<file path="config.mk">
export PLATFORM = sky130hd
export DESIGN_NAME = press_judge_multi
export DESIGN_NICKNAME = d
export VERILOG_FILES = /design/src/rtl/press_judge_multi.sv
export SDC_FILE = /design/constraint.sdc
export NUM_CORES = 1
export LEC_CHECK = 0
export CELL_PAD_IN_SITES_DETAIL_PLACEMENT = 1
export CELL_PAD_IN_SITES_GLOBAL_PLACEMENT = 1
export CORE_MARGIN = 3
export CORE_UTILIZATION = 30
export DETAILED_ROUTE_END_ITERATION = 10
export GPL_TIMING_DRIVEN = 1
export PLACE_DENSITY = 0.52
export SLEW_MARGIN = 20
export SYNTH_ARGS = -nofsm -noshare
export SYNTH_HDL_FRONTEND = slang
export SYNTH_SLANG_ARGS = --single-unit
</file>
<file path="constraint.sdc">
create_clock -name clk -period 3 [get_ports clk]
set_input_delay 0.6 -clock clk [delete_from_list [all_inputs] [get_ports clk]]
set_output_delay 0.6 -clock clk [all_outputs]
set_load 0.02 [all_outputs]
</file>
<file path="src/rtl/press_judge_multi.sv">
// Multi-channel button press classifier: glitch / short / long press with a per-channel toggle latch.
// Optional auto-repeat pulses while a long press is held: define PRESS_JUDGE_REPEAT_EN.
module press_judge_multi #(
    parameter int            CH          = 5,
    parameter int            DEB_CYC     = 2_000_000,
    parameter int            LONG_CYC    = 100_000_000,
    parameter int            REPEAT_CYC  = 25_000_000,
    parameter logic [CH-1:0] TOGGLE_INIT = {CH{1'b0}}
) (
    input  logic          clk,
    input  logic          rst_n,
    input  logic [CH-1:0] btn_i,
    input  logic          clr_i,
    output logic [CH-1:0] short_o,
    output logic [CH-1:0] long_o,
    output logic [CH-1:0] held_o,
    output logic [CH-1:0] toggle_o,
    output logic [CH-1:0] rpt_o
);

    localparam int            CW     = $clog2(LONG_CYC + 1);
    localparam logic [CW-1:0] DEB_V  = CW'(DEB_CYC);
    localparam logic [CW-1:0] LONG_V = CW'(LONG_CYC);

    typedef enum logic [1:0] {
        ST_IDLE    = 2'd0,
        ST_ARMED   = 2'd1,
        ST_PRESSED = 2'd2,
        ST_LONG    = 2'd3
    } state_t;

    if ((DEB_CYC < 1) || (DEB_CYC >= LONG_CYC) || (REPEAT_CYC < 1)) begin : g_bad_params
        $error("press_judge_multi: illegal DEB_CYC/LONG_CYC/REPEAT_CYC");
    end

    logic [CH-1:0] sync1_q;
    logic [CH-1:0] s_q;

    // Two-flop synchroniser for the raw asynchronous button inputs
    always_ff @(posedge clk or negedge rst_n) begin
        if (!rst_n) begin
            sync1_q <= {CH{1'b0}};
            s_q     <= {CH{1'b0}};
        end else begin
            sync1_q <= btn_i;
            s_q     <= sync1_q;
        end
    end

    for (genvar g = 0; g < CH; g++) begin : g_ch
        state_t        state_q, state_d;
        logic [CW-1:0] cnt_q, cnt_d;
        logic          short_q, short_d;
        logic          long_q, long_d;
        logic          held_q, held_d;
        logic          toggle_q, toggle_d;
        logic          s;

        assign s = s_q[g];

        // State and press-length counter register
        always_ff @(posedge clk or negedge rst_n) begin
            if (!rst_n) begin
                state_q <= ST_IDLE;
                cnt_q   <= {CW{1'b0}};
            end else begin
                state_q <= state_d;
                cnt_q   <= cnt_d;
            end
        end

        // Next-state logic; the counter holds at LONG_CYC once in LONG
        always_comb begin
            state_d = state_q;
            cnt_d   = cnt_q;
            case (state_q)
                ST_IDLE: begin
                    if (s) begin
                        cnt_d = CW'(1);
                        if (DEB_CYC == 1) begin
                            state_d = ST_PRESSED;
                        end else begin
                            state_d = ST_ARMED;
                        end
                    end else begin
                        cnt_d   = {CW{1'b0}};
                        state_d = ST_IDLE;
                    end
                end
                ST_ARMED: begin
                    if (s) begin
                        cnt_d = cnt_q + CW'(1);
                        if (cnt_d >= DEB_V) begin
                            state_d = ST_PRESSED;
                        end else begin
                            state_d = ST_ARMED;
                        end
                    end else begin
                        cnt_d   = {CW{1'b0}};
                        state_d = ST_IDLE;
                    end
                end
                ST_PRESSED: begin
                    if (s) begin
                        cnt_d = cnt_q + CW'(1);
                        if (cnt_d >= LONG_V) begin
                            state_d = ST_LONG;
                        end else begin
                            state_d = ST_PRESSED;
                        end
                    end else begin
                        cnt_d   = {CW{1'b0}};
                        state_d = ST_IDLE;
                    end
                end
                ST_LONG: begin
                    if (s) begin
                        cnt_d   = LONG_V;
                        state_d = ST_LONG;
                    end else begin
                        cnt_d   = {CW{1'b0}};
                        state_d = ST_IDLE;
                    end
                end
                default: begin
                    cnt_d   = {CW{1'b0}};
                    state_d = ST_IDLE;
                end
            endcase
        end

        // Output decode; held_q is still 0 only in the first LONG cycle, which marks entry
        always_comb begin
            short_d = (state_q == ST_PRESSED) && !s;
            long_d  = (state_q == ST_LONG) && !held_q;
            held_d  = (state_q == ST_LONG) && s;
            if (clr_i) begin
                toggle_d = TOGGLE_INIT[g];
            end else if (long_d) begin
                toggle_d = !toggle_q;
            end else begin
                toggle_d = toggle_q;
            end
        end

        // Registered outputs
        always_ff @(posedge clk or negedge rst_n) begin
            if (!rst_n) begin
                short_q  <= 1'b0;
                long_q   <= 1'b0;
                held_q   <= 1'b0;
                toggle_q <= TOGGLE_INIT[g];
            end else begin
                short_q  <= short_d;
                long_q   <= long_d;
                held_q   <= held_d;
                toggle_q <= toggle_d;
            end
        end

        assign short_o[g]  = short_q;
        assign long_o[g]   = long_q;
        assign held_o[g]   = held_q;
        assign toggle_o[g] = toggle_q;

`ifdef PRESS_JUDGE_REPEAT_EN
        localparam int            RW       = $clog2(REPEAT_CYC + 1);
        localparam logic [RW-1:0] RPT_LAST = RW'(REPEAT_CYC - 1);

        logic [RW-1:0] rpt_cnt_q, rpt_cnt_d;
        logic          rpt_q, rpt_d;

        // Repeat timer: held at 0 in the long_o cycle so the first pulse lands REPEAT_CYC later
        always_comb begin
            rpt_cnt_d = {RW{1'b0}};
            rpt_d     = 1'b0;
            if ((state_q == ST_LONG) && s && held_q) begin
                if (rpt_cnt_q == RPT_LAST) begin
                    rpt_cnt_d = {RW{1'b0}};
                    rpt_d     = 1'b1;
                end else begin
                    rpt_cnt_d = rpt_cnt_q + RW'(1);
                    rpt_d     = 1'b0;
                end
            end else begin
                rpt_cnt_d = {RW{1'b0}};
                rpt_d     = 1'b0;
            end
        end

        // Repeat timer and pulse register
        always_ff @(posedge clk or negedge rst_n) begin
            if (!rst_n) begin
                rpt_cnt_q <= {RW{1'b0}};
                rpt_q     <= 1'b0;
            end else begin
                rpt_cnt_q <= rpt_cnt_d;
                rpt_q     <= rpt_d;
            end
        end

        assign rpt_o[g] = rpt_q;
`else
        assign rpt_o[g] = 1'b0;
`endif
    end

endmodule

</file>
Word-level counts from Yosys, hierarchy flattened
Index checks and enable logic that the tools add are counted.
Storage, ports and cells
  input port bits: 8
  register bits after elaboration: 175
Operators by class
  magnitude comparators: 10
  eq/ne operators: 15
  reduce and logical (&&, ||, !) cells: 45
  $add $sub $neg: 5
  muxes and demuxes: 65
Operators with widths (count)
  $pmux 27 s3: 5
  $mux 27: 10
  $add 27x1->27 const B: 5
  $ge 27x21->1 const B: 5
  $ge 27x27->1 const B: 5
  $mux 2: 20
  $pmux 2 s4: 5
  $mux 1: 25
  $eq 2x2->1 const B: 10
  $logic_and 1x1->1: 15
  $logic_not 1->1: 15
  $eq 2x1->1 const B: 5
  $logic_not 2->1: 5
  $reduce_bool 2->1: 5
  $reduce_or 2->1: 5

Depth between registers and ports, before layout
  depth in word-level cells: 5
  mapped depth: 10
  depth with buffers taken out: 9

Least setup slack after synthesis
OpenSTA, ideal clock, no wires.
  path kind: register -> register
  start: register g_ch[4].cnt_q[2]
  end: register g_ch[4].state_q[1]
  arrival: 2.651 ns
  buffers on the path: 1
  stages on the path, launching flop included: 10
  slack: 0.231 ns
  cells stage by stage: dfrtp_1 > nand4_1 > nor4_1 > and4_1 > buf_2 > nand3_1 > xnor2_1 > nor4b_1 > a21boi_0 > o21a_1
Between the ends
  cells in the longest elaborated chain, start to end: 5
Ends and longest elaborated chain
  from (decl): RTL line 52  | logic [CW-1:0] cnt_q, cnt_d;
  from (signal assigned): RTL line 65  | cnt_q <= {CW{1'b0}};
  from (signal assigned): RTL line 68  | cnt_q <= cnt_d;
  $add 27x1->27: RTL line 92  | cnt_d = cnt_q + CW'(1);
  $ge 27x21->1: RTL line 93  | if (cnt_d >= DEB_V) begin
  $mux 2: RTL line 93
  $mux 2: RTL line 91  | if (s) begin
  $pmux 2 s4: RTL line 76  | case (state_q)
  via g_ch[4].state_d[1]: RTL line 51  | state_t state_q, state_d;
  to (signal assigned): RTL line 67  | state_q <= state_d;
  to (decl): RTL line 51
The timed path passes the listed nets, and every way through them passes these cells.
A chain may end at the register's enable or synchronous reset.

Final worst setup path
  start: register g_ch[2].cnt_q[5]
  end: register g_ch[2].state_q[0]
Between the ends
  cells in the longest elaborated chain, start to end: 5
  elaborated cells on any way between the ends: 8
  those cells by class: add/sub: 1; order compare: 2; mux: 5
Ends and longest elaborated chain (RTL line)
  from (decl): 52
  from (signal assigned): 65
  from (signal assigned): 68
  $add 27x1->27 (*): 92, 105
  $ge 27x27->1 / $ge 27x21->1 (equally long branches): 106, 93
  $mux 1 / $mux 2 (equally long branches): 106, 93
  $mux 2, on equally long branches: 104, 91
  $pmux 2 s4 (*): 76
  via g_ch[2].state_d[0]: 51
  to (signal assigned): 67
  to (decl): 51
The timed path passes the listed nets; every way through them passes the cells marked *.

==> results.json <==
{
  "grt_max_degree": 76,
  "first_pass_iters": 4,
  "grt_pass1_vias": 8505,
  "critPathKind": "reg2reg",
  "met3_usage": 0.02738,
  "ys_seq_elements": 175,
  "status": "completed",
  "wl_mm": 27.28,
  "min_period_ns": 2.811,
  "rows": 67,
  "wire_per_inst_um": 16.76,
  "ys_warn_count": 0,
  "fin_tns_setup_ns": 0,
  "worst_skew_pair.late_latency_ns": 0.45,
  "cts_tree": "done",
  "r2r_slack_ns": 0.19,
  "synth.avg_cell_area_sq_um": 9.094,
  "fmax_mhz": 355.7,
  "num_vias": 8223,
  "async_flop_share": 1.000,
  "initial_core_util": 0.3072,
  "drive_gt1_frac": 0.08659,
  "power_frac_comb": 0.032,
  "gp_congestion": 0.7792,
  "antenna_found_initial": 0,
  "io_pins": 33,
  "startpoint": "g_ch[2].cnt_q[5]",
  "min_period_over_period": 0.9371,
  "met1_usage": 0.2201,
  "yosysTopAreaCell": "dfrtp_1",
  "drtAntennaViolNets": 0,
  "clock-sinks": 175,
  "vias_per_cell": 5.054,
  "syn_area_sq_um": 10400,
  "swShare": 0.2284,
  "grt_use_total": 0.1557,
  "cp-start-kind": "flip-flop",
  "leakage_nw": 4.634,
  "drt_iter0_markers": 335,
  "grt_pass1_wl_mm": 46.17,
  "r2r_start": "g_ch[2].cnt_q[5]",
  "cts-root-buf": "clkbuf_16",
  "hold_viol": 0,
  "vdd_drop_max_uv": 397.6,
  "yosysSeqAreaShare": 0.4209,
  "h-tree-depth": 4,
  "cp-end-kind": "flip-flop",
  "setup_slack_ns": 0.1888,
  "drv_slew": 0,
  "pwr-share-clk": 0.475,
  "die_w_um": 192.2,
  "holdWs_ns": 0.1786,
  "die_area_sq_um": 36950,
  "synth_ff_type": "dfrtp_1",
  "power_density_nw_per_um2": 411.8,
  "min_path_type": "in2async",
  "syn2layout_area_growth_pct": 13.61,
  "fin_worst_skew_ns": 0.007152,
  "drcViolationCount": 0,
  "die_h_um": 192.2,
  "dp_hpwl_mm": 19.56,
  "maxCapViolations": 0,
  "p_int_mw": 3.756,
  "tightest_slew_ns": 0.9002,
  "core_sq_um": 33870,
  "grt.overflow.total": 0,
  "post-place-ws_ns": 0.1383,
  "final-setup-viol-count": 0,
  "syn_inst": 1144,
  "r2r_end": "g_ch[2].state_q[0]",
  "numCtsBuffers": 17,
  "clk_pin_slew_ns": 0.07,
  "use_met2": 0.2467,
  "rsz0062_at_grt": "false",
  "critPathMaxFanout": 8,
  "final_nets": 1201,
  "yosysTopAreaCellShare": 0.4209,
  "p_switching_mw": 1.112,
  "crit_required_ns": 3.32,
  "reg2regPathDepth": 8,
  "finalPower_mw": 4.868,
  "port_buffers": 27,
  "crit_arrival_ns": 3.13,
  "grt_busiest_layer": "met2",
  "synth-edff-count": 0,
  "seqPwrFrac": 0.492,
  "maxSlewHeadroom": 0.3984,
  "cts.path.max_buffers": 2,
  "synth_cell_types": 78,
  "nFillCells": 3968,
  "ys_top_cells_by_area": "dfrtp_1, xnor2_1, xor2_1"
}
-- synthesized netlist by cell type, types with 5 or more instances --
master	n
or4_1	7
nor4_1	14
clkbuf_1	41
xor2_1	61
o21a_1	7
a31oi_1	17
dfrtp_1	175
nand2b_1	5
or2_2	7
or3_1	9
nand3_1	77
and4_1	15
nand3b_1	5
and3_1	31
a21oi_1	18
nor2_1	117
nor3b_1	6
mux2i_1	8
inv_1	33
nor3_1	29
nand4_1	35
ha_1	28
and2_1	17
xnor2_1	75
buf_4	25
o21ai_0	79
nand2_1	84
nor2b_1	22
-- worst max-delay path by stage --
stage                         endpoint  slack, ns
global placement    g_ch[2].state_q[0]       0.19
global route        g_ch[1].state_q[0]      0.006
CTS                 g_ch[2].state_q[0]        0.1
floorplan           g_ch[4].state_q[1]       0.23
finish              g_ch[2].state_q[0]       0.19
detailed placement  g_ch[2].state_q[0]       0.14
-- stage by stage --
step / util / instance area [sq um] / cells
floorplan: - / 10420 / 1148
global placement: 0.3308 / 11200 / 1593
detailed placement: 0.3308 / 11200 / 1593
CTS: 0.3483 / 11800 / 1625
global route: 0.3489 / 11820 / 1626
finish: 0.3490 / 11820 / 1627
-- cell usage in the layout, fill, tap and decap left out, types with 26 or more instances in the layout --
master             n
and3_1            31
buf_4             46
clkdlybuf4s50_1   26
dfrtp_1          174
ha_1              28
inv_1             33
nand2_1           84
nand3_1           77
nand4_1           35
nor2_1           117
nor3_1            29
o21ai_0           79
xnor2_1           75
xor2_1            61
-- per-layer routing --
| metal | part of all wire | up-vias |
|---|---|---|
| li1 | - | 4041 |
| met1 | 0.51 | 4108 |
| met2 | 0.46 | 51 |
| met3 | 0.020 | 23 |
| met4 | 0.011 | 0 |
| met5 | 0 | - |
-- worst max-delay path: stages, from the launching register on --
cell and delay (ns):
dfrtp_1 0.46, nand3_4 0.16, or4_2 0.68, or3_1 0.35, nand3_1 0.10, nand3_1 0.08
or3_2 0.48, a311oi_1 0.29, a21boi_1 0.10
-- registers in the layout, summed over array words and instances, names as in the netlist --
register	count
g_ch.cnt_q	135
g_ch.state_q	10
g_ch.held_q	5
g_ch.long_q	5
g_ch.short_q	5
g_ch.toggle_q	5
s_q	5
sync1_q	5
-- final cells by class --
type                       count  area [sq um]  share of cell area
multi-input combinational    863          5500              0.4653
sequential                   175          4380              0.3706
timing repair buffer          75         659.4             0.05578
tap                          448         560.5             0.04742
clock buffer                  23         457.9             0.03874
clock inverter                 9         135.1             0.01143
inverter                      33         123.9             0.01048
antenna                        1         2.502           0.0002117
-- cell families after synthesis --
family / share of synthesized area
buffers and inverters: 0.05304
XOR/XNOR: 0.1145
multiplexers: 0.009862
AND/OR/NAND/NOR: 0.2540
flip-flops: 0.4209
AO/OA/AOI/OAI: 0.1137
adder cells (fa/ha/maj): 0.03367
other: 0.0003604
-- power by group through the flow --
stage | Sequential (mW) | Clock [mW] | Combinational (mW)
floorplan | 2.44 | 0 | 0.0695
global placement | 2.44 | 0 | 0.163
detailed placement | 2.44 | 0 | 0.165
CTS | 2.40 | 2.42 | 0.167
global route | 2.40 | 2.51 | 0.185
finish | 2.40 | 2.31 | 0.157
-- repair_timing --
| item | in CTS | in global routing |
|---|---|---|
| setup buffers | 0 | 1 |
| setup endpoints to repair | 0 | 4 |
| gates resized for setup | 0 | 3 |
| hold buffers | 0 | 0 |
(Power assumes the default switching activity.)
==> patch 1 (config.mk and constraints unchanged) <==
Add an input register stage for `btn_i` and `clr_i`; this delays them by one clock.
--- a/src/rtl/press_judge_multi.sv
+++ b/src/rtl/press_judge_multi.sv
@@ -29,6 +29,14 @@
         ST_LONG    = 2'd3
     } state_t;
 
+    logic [CH-1:0] btn_q;
+    logic clr_q;
+
+    always_ff @(posedge clk) begin
+        btn_q <= btn_i;
+        clr_q <= clr_i;
+    end
+
     if ((DEB_CYC < 1) || (DEB_CYC >= LONG_CYC) || (REPEAT_CYC < 1)) begin : g_bad_params
         $error("press_judge_multi: illegal DEB_CYC/LONG_CYC/REPEAT_CYC");
     end
@@ -42,7 +50,7 @@
             sync1_q <= {CH{1'b0}};
             s_q     <= {CH{1'b0}};
         end else begin
-            sync1_q <= btn_i;
+            sync1_q <= btn_q;
             s_q     <= sync1_q;
         end
     end
@@ -134,7 +142,7 @@
             short_d = (state_q == ST_PRESSED) && !s;
             long_d  = (state_q == ST_LONG) && !held_q;
             held_d  = (state_q == ST_LONG) && s;
-            if (clr_i) begin
+            if (clr_q) begin
                 toggle_d = TOGGLE_INIT[g];
             end else if (long_d) begin
                 toggle_d = !toggle_q;
Function: same outputs for any inputs over 10 cycles, from zero or initial values and one cycle with rst_n low; that may be too few to reach the edited logic, so the function may still have changed.
==> patch 1 against the original RTL <==
Design area grew 1.0%. Power shrank 2.1%. Synthesized area grew 1.2%. Setup slack lost 0.040 ns. Critical path depth is the same. First-iteration DRC count shrank 4.8%. Via count grew 1.0%. Sequential cell count grew 6. Cell count grew 0.61%. Wire length shrank 1.9%. Highest routed layer unchanged.
==> patch 1: results (changes against the original RTL) <==
Synthesis
  – Syn avg cell area: 9.15 um^2 (was 9.09 um^2)
  – Largest cells by area after synthesis: dfrtp_1 (42%), xnor2_1 (6.2%), xor2_1 (5.1%) (was dfrtp_1 (42%), xnor2_1 (6.3%), xor2_1 (5.1%))
  – Synthesized-area fraction occupied by adder cells: 3.33% (was 3.37%)
  – Sequential fraction of the synthesis area: 42.8% (was 42.1%)
  – Count of distinct cell types in the synthesized netlist: 79 (was 78)
  – Xor/xnor share of the synthesized area: 11.3% (was 11.4%)
  – Fraction of synthesis flops using an asynchronous set or reset pin: 96.7% (was 100%)

Power and ir drop
  – Leakage power summed over all cells: 4.68 nW (was 4.63 nW)
  – Worst IR Drop VDD: 0.000422 V (was 0.000398 V)
  – Proportion of total power due to net switching: 24.5% (was 22.8%)
  – Combinational Power: 0.151 mW (was 0.157 mW)

Place
  – Routability-driven placement congestion ratio: 0.780 (was 0.779)
  – Post-detail-place hpwl: 18,900 um (was 19,600 um)

Cells and area
  – Layout Cells excl Fill: 1,637 (was 1,627)

Detailed routing
  – Met3 routed wirelength: 473 um (was 550 um)
  – Sum of routed wire segments on met1: 13,300 um (was 14,000 um)
  – Total wire length: 26,800 um (was 27,300 um)
  – DR vias/cell: 5.07 (was 5.05)

STA
  – Worst max-slew margin expressed relative to the limit: 39.0% (was 39.8%)
  – Fin Clk Skew: 0.00879 ns (was 0.00715 ns)
  – Post-route worst hold slack: 0.158 ns (was 0.179 ns)

Worst setup path
  – Critical path launch point: g_ch[2].cnt_q[2] (was g_ch[2].cnt_q[5])
  – Critical path data arrival time: 3.17 ns (was 3.13 ns)
  – Crit path largest cell delay: 0.70 ns (was 0.68 ns)
  – Worst Path Max Fanout: 6 (was 8)
  – Reg2Reg Setup Slack: 0.15 ns (was 0.19 ns)

GRT
  – Met1 routing resource usage after global routing: 20.1% (was 22.0%)
  – Global-route met3 utilization: 2.66% (was 2.74%)
  – Overall track demand over capacity in global routing: 14.7% (was 15.6%)
  – Vias in the first global route: 8,707 (was 8,505)

Status
  – Outcome: completed (unchanged)
patch 1: cell types whose count changed in the layout (fill, tap and decap cells not counted), moves of 3 or more:
| cell | delta |
|---|---|
| dfxtp_1 | +6 |
| buf_4 | +6 |
| clkinv_4 | +3 |
| clkbuf_1 | -3 |
| inv_6 | +3 |
| bufinv_16 | -3 |
patch 1: cell type report:
cell class	instances	area, um^2
Clock buffer	20	447
Clock inverter	12	100
Fill cell	3951	22100
Inverter	33	124
Multi-Input combinational cell	863	5530
Sequential cell	181	4500
Tap cell	448	561
Timing Repair Buffer	80	684
patch 1: metrics by stage:
stage	cell area (um^2)	worst slack [ns]	total power [mW]	util, %
CTS	11900	0.0452	4.89	34.9
global placement	11300	0.158	2.69	33.3
global route	11900	-0.0200	5.01	35.1
detailed placement	11300	0.0745	2.69	33.3
floorplan	10500	0.231	2.59	-
finish	11900	0.149	4.77	35.1
==> patch 2 (config.mk and constraints unchanged) <==
Made on the original files. Set the parameter `LONG_CYC` to 200_000_000 (it was 100_000_000).
--- a/src/rtl/press_judge_multi.sv
+++ b/src/rtl/press_judge_multi.sv
@@ -3,7 +3,7 @@
 module press_judge_multi #(
     parameter int            CH          = 5,
     parameter int            DEB_CYC     = 2_000_000,
-    parameter int            LONG_CYC    = 100_000_000,
+    parameter int            LONG_CYC    = 200_000_000,
     parameter int            REPEAT_CYC  = 25_000_000,
     parameter logic [CH-1:0] TOGGLE_INIT = {CH{1'b0}}
 ) (
Formal check against the unedited RTL: same outputs for any inputs over 10 cycles, from zero or initial values and one cycle with rst_n low; that may be too few to reach the edited logic, so the function may still have changed.
==> patch 2 against the original RTL <==
Fmax increased by 0.19%. Design area increased by 0.47%. Sequential cell count increased by 5. Synthesized area increased by 0.75%. Clock skew increased by 0.0036 ns. Wire length decreased by 0.17%. Power increased by 0.86%. Sequential share of layout area increased by 0.87 points. Sequential power increased by 4%. Setup slack improved by 0.0055 ns. Largest cell class unchanged. Critical path type unchanged. Global-route usage decreased by 0.12 points.
==> patch 2: results (changes against the original RTL) <==
Detailed routing
  – Routed met2 length: 12,200 um (was 12,400 um)
  – Total vias in the final route: 8,150 (was 8,223)
  – Drt first-iter violations: 361 (was 335)
  – Routed wire per std cell: 16.8 um (about the same)
  – Sum of routed wire segments on met1: 14,300 um (was 14,000 um)
  – Top Metal Used: met4 (unchanged)

Cells and area
  – Comb_multi_in: 853 (was 863)
  – Share of layout cells above drive strength 1: 9.39% (was 8.66%)
  – Fill cell instance count of the final layout: 3,906 (was 3,968)
  – Inserted Diodes: 0 (was 1)
  – Non-Clock Inverter Count: 29 (was 33)
  – Number of signal-net buffers in the layout: 77 (was 75)
  – Largest registers: g_ch.cnt_q (140), g_ch.state_q (10) (was g_ch.cnt_q (135), g_ch.state_q (10))
  – Clock buffer count in the final layout: 18 (was 23)
  – Clock network area share: 4.55% (was 5.02%)
  – Number of nets at the end of the flow: 1,191 (was 1,201)
  – Final core utilization: 35.0% (was 34.9%)
  – Area used by multi-input combinational logic: 5490 um^2 (was 5500 um^2)

Worst setup path
  – Critical path launch point: g_ch[2].cnt_q[1] (was g_ch[2].cnt_q[5])
  – Depth of the most critical reg-to-reg path: 9 (was 8)
  – Crit path largest cell delay: 0.57 ns (was 0.68 ns)
  – Worst Path Max Fanout: 4 (was 8)
  – Slowest CP cell: or4b_1 (was or4_2)

GRT
  – Met1 routing resource usage after global routing: 22.4% (was 22.0%)
  – Global-route wire length before repair: 46,100 um (was 46,200 um)
  – Pin count of the biggest net entering global routing: 55 (was 76)
  – Global-route met3 utilization: 2.74% (about the same)
  – Overall track demand over capacity in global routing: 15.5% (was 15.6%)

Die
  – Area of the die: 37,200 um^2 (was 37,000 um^2)

Status
  – Outcome: completed (unchanged)

Synthesis
  – Sequential fraction of the synthesis area: 43.0% (was 42.1%)
  – Number of storage elements in the synthesis netlist: 180 (was 175)
  – Leading cell types by count after synthesis: dfrtp_1 (180), nor2_1 (122), nand2_1 (89), o21ai_0 (78), xor2_1 (72) (was dfrtp_1 (175), nor2_1 (117), nand2_1 (84), o21ai_0 (79), nand3_1 (77))
  – Largest cells by area after synthesis: dfrtp_1 (43%), xor2_1 (6.0%), xnor2_1 (5.8%) (was dfrtp_1 (42%), xnor2_1 (6.3%), xor2_1 (5.1%))

STA
  – Worst max-slew margin expressed relative to the limit: 37.7% (was 39.8%)
  – Fin Clk Skew: 0.0107 ns (was 0.00715 ns)

Power and ir drop
  – Worst IR Drop VDD: 0.000390 V (was 0.000398 V)
  – Leakage power summed over all cells: 4.72 nW (was 4.63 nW)
  – Sequential Power Share: 50.7% (was 49.2%)
  – Combinational Power: 0.277 mW (was 0.157 mW)

Place
  – Count of input and output buffers: 27 (unchanged)
  – Routability-driven placement congestion ratio: 0.781 (was 0.779)
patch 2: cell count changes after synthesis, moves of 6 or more:
| cell | delta |
|---|---|
| a21oi_1 | -7 |
| a31oi_1 | -10 |
| buf_2 | +6 |
| clkbuf_1 | -10 |
| nand3_1 | -12 |
| nand4_1 | +6 |
| xnor2_1 | -6 |
| xor2_1 | +11 |
patch 2: through the flow:
stage,setup slack (ns),hold slack (ns),instances
after floorplan,0.303,0.304,1136
after global placement,0.230,0.332,1584
after detailed placement,0.159,0.337,1584
after CTS,0.124,0.121,1616
after global routing,0.000272,0.137,1619
final,0.194,0.108,1619
patch 2: cells by family (layout without fill, tap and decap cells):
kind of cell	Yosys count	in the layout	synth area share, %
xor gates and xnor gates	141	141	11.8
buffers and inverters	103	138	4.97
DFF	180	180	43.0
other	1	5	0.0358
and+or+nand+nor	498	498	25.2
adders and majority gates	25	25	2.98
AOI/OAI and AO/OA	179	179	11.5
muxes	5	5	0.501
